--- src/rtl/if_fetch_stage.sv ---
// Instruction-fetch stage: owns the PC, fetches words over a req/ready handshake and holds one
// fetched instruction until the downstream IF/ID register takes it.
module if_fetch_stage #(
    parameter int unsigned ADDRESS_LEN = 32,
    parameter logic [ADDRESS_LEN-1:0] RESET_PC = '0
) (
    input  logic                   clk,
    input  logic                   rst,
    input  logic                   freeze,
    input  logic                   branch_taken,
    input  logic [ADDRESS_LEN-1:0] branch_address,
    output logic                   imem_req,
    output logic [ADDRESS_LEN-1:0] imem_addr,
    input  logic                   imem_ready,
    input  logic [ADDRESS_LEN-1:0] imem_rdata,
    output logic [ADDRESS_LEN-1:0] PC,
    output logic [ADDRESS_LEN-1:0] Instruction,
    output logic                   fetch_stall
);

    typedef enum logic [0:0] {
        StFetch,
        StDiscard
    } state_e;

    localparam logic [ADDRESS_LEN-1:0] WordMask = ADDRESS_LEN'(3);
    localparam logic [ADDRESS_LEN-1:0] WordStep = ADDRESS_LEN'(4);

    state_e                 state_q;
    logic [ADDRESS_LEN-1:0] pc_q;
    logic [ADDRESS_LEN-1:0] redirect_q;
    logic [ADDRESS_LEN-1:0] buf_instr_q;
    logic [ADDRESS_LEN-1:0] buf_pc_q;
    logic                   valid_q;

    logic [ADDRESS_LEN-1:0] branch_target;
    logic [ADDRESS_LEN-1:0] pc_plus4;
    logic                   fetch_done;
    logic                   consume;

    always_comb begin
        branch_target = branch_address & ~WordMask;
        pc_plus4      = pc_q + WordStep;
        imem_req      = (state_q == StDiscard) | ~valid_q | ~freeze;
        imem_addr     = pc_q;
        fetch_done    = imem_req & imem_ready;
        consume       = valid_q & ~freeze;
        PC            = valid_q ? buf_pc_q : '0;
        Instruction   = valid_q ? buf_instr_q : '0;
        fetch_stall   = ~valid_q;
    end

    always_ff @(posedge clk or negedge rst) begin
        if (!rst) begin
            state_q     <= StFetch;
            pc_q        <= RESET_PC;
            redirect_q  <= RESET_PC;
            buf_instr_q <= '0;
            buf_pc_q    <= '0;
            valid_q     <= 1'b0;
        end else begin
            case (state_q)
                StFetch: begin
                    if (branch_taken) begin
                        valid_q <= 1'b0;
                        // A stalled request must keep its address, so park the target instead.
                        if (imem_req && !imem_ready) begin
                            state_q    <= StDiscard;
                            redirect_q <= branch_target;
                        end else begin
                            pc_q <= branch_target;
                        end
                    end else if (fetch_done) begin
                        buf_instr_q <= imem_rdata;
                        buf_pc_q    <= pc_plus4;
                        valid_q     <= 1'b1;
                        pc_q        <= pc_plus4;
                    end else if (consume) begin
                        valid_q <= 1'b0;
                    end
                end
                StDiscard: begin
                    if (branch_taken) begin
                        redirect_q <= branch_target;
                    end
                    if (imem_ready) begin
                        pc_q    <= branch_taken ? branch_target : redirect_q;
                        state_q <= StFetch;
                    end
                end
                default: state_q <= StFetch;
            endcase
        end
    end

endmodule

--- config.mk ---
export PLATFORM = sky130hd
export DESIGN_NAME = if_fetch_stage
export DESIGN_NICKNAME = d
export VERILOG_FILES = /design/src/rtl/if_fetch_stage.sv
export SDC_FILE = /design/constraint.sdc
export NUM_CORES = 1
export LEC_CHECK = 0
export CAP_MARGIN = 10
export CORE_MARGIN = 1
export CORE_UTILIZATION = 49
export CTS_CLUSTER_DIAMETER = 120
export CTS_CLUSTER_SIZE = 24
export DETAILED_ROUTE_END_ITERATION = 8
export GPL_TIMING_DRIVEN = 0
export PLACE_DENSITY_LB_ADDON = 0.12
export SLEW_MARGIN = 25
export SYNTH_ARGS = -nofsm -noshare
export SYNTH_HDL_FRONTEND = slang
export SYNTH_SLANG_ARGS = --single-unit
--- constraint.sdc ---
create_clock -name clk -period 2.28 [get_ports clk]
set_input_delay 0.57 -clock clk [delete_from_list [all_inputs] [get_ports clk]]
set_output_delay 0.57 -clock clk [all_outputs]
set_load 0.02 [all_outputs]
==> flow_summary.toml, run 1 <==
[timing]
fin_ws_ps = -38.9
slew_headroom_pct = 53.5
maxSlewViolCount = 0
finalClockSkew_ps = 6.01
final-hold-violation-count = 0
clock.fmax_ghz = 0.431
rsz0062_at_grt = "true"
period_share_pct = 102
finalSetupViolCount = 1
finalCriticalPeriod_ps = 2320
worstMarginPinSlew_ps = 698

[cells_and_area]
drive_above_1_share_pct = 22.6
filler_cell_count = 964
layout_common_cells = "dfrtp_1 (129), clkdlybuf4s50_1 (97), and2_1 (69)"
areaGrowthSynthToFinish_pct = 40.8
finalNetCount = 884
antennaDiodeCount = 0
mostFrequentLayoutCell = "dfrtp_1"
utilization_pct = 71.4

[route]
routed_via_density = 5.67
finalWirelength_um = 18900
antenna_left = 0
dr.first_iter.drc_count = 515
drtPass1Iterations = 7
drcViolationCount = 0
routedWlPerCell_um = 18.9
vias = 5660

[synthesis]
synth-seq-area-share_pct = 50.2
synth_nets = 695
synth-simple-area-share_pct = 17.8
synth_edf_count = 0
yosysTopAreaCell = "dfrtp_1"
synth_compound_area_share_pct = 12.6
synthTopCellsByArea = "dfrtp_1 (50%), mux2_2 (11%), and2_1 (6.7%)"
synthArstFlopShare_pct = 100
synthXorXnorAreaFrac_pct = 3.79
synthCells = 625
synth.distinct_cells = 51
yosys.area.top_type_share_pct = 50.2
synth_adder_area_share_pct = 0.193
synth.avg_cell_area_um2 = 10.4
yosys_warnings = 0
ys_seq_elements = 130
synth_mux_area_share_pct = 11.8
netlist_area_um2 = 6480
synth_top_family_by_area = "simple AND/OR/NAND/NOR gates"
synth_ff_type = "dfrtp_1"

[placed_design]
routabilityCongestion = 0.854
io_buffers = 164
dp_hpwl_um = 13200

[global_route]
grt.total_usage_pct = 28.8
grt_pass1_wl_um = 28800
antenna_found_initial = 0
grt_pass1_vias = 5606
grt_max_degree = 94
grt-ovfl-total = 0

[hold_path]
hold_path_class = "in2async"

[worst_setup_path]
startpoint_type = "input port"
worstPathArrival_ps = 1750
path_class = "in2out"
reg2reg_slack_ps = 120
cp-end-kind = "output port"
timing.rr.start = "imem_addr[2]$_DFFE_PN0P_"
worstPathRequired_ps = 1710
r2r-end = "buf_pc_q[26]$_DFFE_PN0P_"
path_max_fanout = 5
worstRegToRegCells = 7

[die]
initial_core_util_pct = 50.7
dieArea_um2 = 13700
rows = 41
core_area_um2 = 12800
io_pins = 167
die_w_um = 117
fp.dieH_um = 117

[clock_tree]
insertion_delay_ps = 420
cts_root_buffer = "clkbuf_16"
cts.path.max_buffers = 2
htree_levels = 4
cts_hold_buffers = 0
path_clk_slew_ps = 60
cts_tree = "done"
cts_sinks = 130
numCtsBuffers = 17

[job]
maxCapViolations = 0

[power_and_ir_drop]
peakVddDrop_mv = 0.441
total_power_w = 0.00820
power_density_nw_per_um2 = 899
p_leak_nw = 3.94

[status]
status = "finished with violations"
violations = "negative setup slack"
==> power by group <==
group / switching (W) / total (W) / internal, W
Sequential: 0.000393 / 0.00320 / 0.00281
Combinational: 0.00105 / 0.00205 / 0.00100
Clock: 0.000983 / 0.00295 / 0.00196
==> layer usage <==
layer / global-route usage, % / vias up / wire (µm)
met5: 0 / - / 0
met4: 13.8 / 0 / 510
met3: 5.66 / 43 / 1350
met2: 46.8 / 274 / 9230
met1: 37.1 / 2748 / 7800
li1: - / 2595 / -
==> cells in the mapped netlist, types with 2 or more instances <==
| master | instances |
|---|---|
| dfrtp_1 | 130 |
| and2_1 | 69 |
| mux2_2 | 66 |
| o21ai_0 | 56 |
| nand2_1 | 52 |
| clkbuf_1 | 32 |
| nor2_1 | 26 |
| a21oi_1 | 23 |
| nand3_1 | 20 |
| xnor2_1 | 16 |
| a22oi_1 | 12 |
| xor2_1 | 12 |
| inv_1 | 11 |
| buf_2 | 9 |
| nor3_1 | 8 |
| a222oi_1 | 7 |
| nand4_1 | 7 |
| o311ai_0 | 5 |
| and3_1 | 4 |
| nor2b_1 | 4 |
| a21o_1 | 3 |
| a221oi_1 | 3 |
| a32o_1 | 3 |
| and4_1 | 3 |
| buf_1 | 3 |
| nand2b_1 | 3 |
| nor4_1 | 3 |
| o22ai_1 | 3 |
| a22o_1 | 2 |
| buf_4 | 2 |
| mux2i_1 | 2 |
| nand4b_1 | 2 |
| o2bb2ai_1 | 2 |
| o31ai_1 | 2 |
| o32a_1 | 2 |
| or2_2 | 2 |
| or3_1 | 2 |
==> cell families (layout without fill, tap and decap cells) <==
family                   count (synthesis)  after routing
buffers and inverters                   57            259
adder cells (fa/ha/maj)                  1              1
flip-flops                             130            130
AO/OA/AOI/OAI                          129            129
AND/OR/NAND/NOR                        212            212
XOR/XNOR                                28             28
multiplexers                            68             68
==> how the worst max path moves through the flow <==
stage	start	endpoint	cells after the start	slack [ps]
global placement	rst	buf_instr_q[16]$_DFFE_PN0P_	1	-4480
finish	freeze	imem_req	3	-40
floorplan	freeze	redirect_q[10]$_DFFE_PN0P_	4	330
CTS	valid_q$_DFFE_PN0P_	fetch_stall	3	2
global route	freeze	imem_req	3	-90
detailed placement	branch_taken	imem_addr[22]$_DFFE_PN0P_	6	-690
==> through the flow <==
stage	worst slack (ps)	cells	cell area [µm²]	hold WS, ps	setup TNS, ps
after floorplan	329	625	6480	274	0
after detailed placement	-695	962	8370	462	-76290
final	-38.9	999	9120	21.2	-38.9
after global placement	-4480	961	8340	454	-652830
after CTS	1.76	994	9070	25.7	0
after global routing	-93.0	999	9120	38.1	-105
==> repair_timing <==
| item | in CTS | in global routing |
|---|---|---|
| buffers inserted | 0 | 5 |
| gates resized for setup | 161 | 29 |
| endpoints found under the setup margin | 178 | 102 |
| pin swaps | 0 | 3 |
==> layout make-up <==
cell class	instances	area (µm²)	area share [%]
inverters	11	41.3	0.453
clock buffers	22	494	5.42
multi-input cells	438	3010	33.0
repair buffers	170	1710	18.8
flip-flops and latches	130	3250	35.7
plain buffers	46	241	2.65
well taps	172	215	2.36
clock inverters	10	153	1.67
==> sequential cells by signal, summed over array words and instances, names as in the netlist <==
signal,flops
state_q,1
valid_q,1
redirect_q,32
buf_pc_q,32
buf_instr_q,32
imem_addr,32
==> critical path: stages <==
cell	delay, ps
clkdlybuf4s50_1	530
nand3b_1	250
dlygate4sd2_1	400
(Power assumes the default switching activity.)
==> run 2: changes to the inputs <==
Settings changed: CTS_CLUSTER_DIAMETER 120 to unset.
==> results of run 2 <==
Final layout, timing and power as in run 1 (identical DEF).
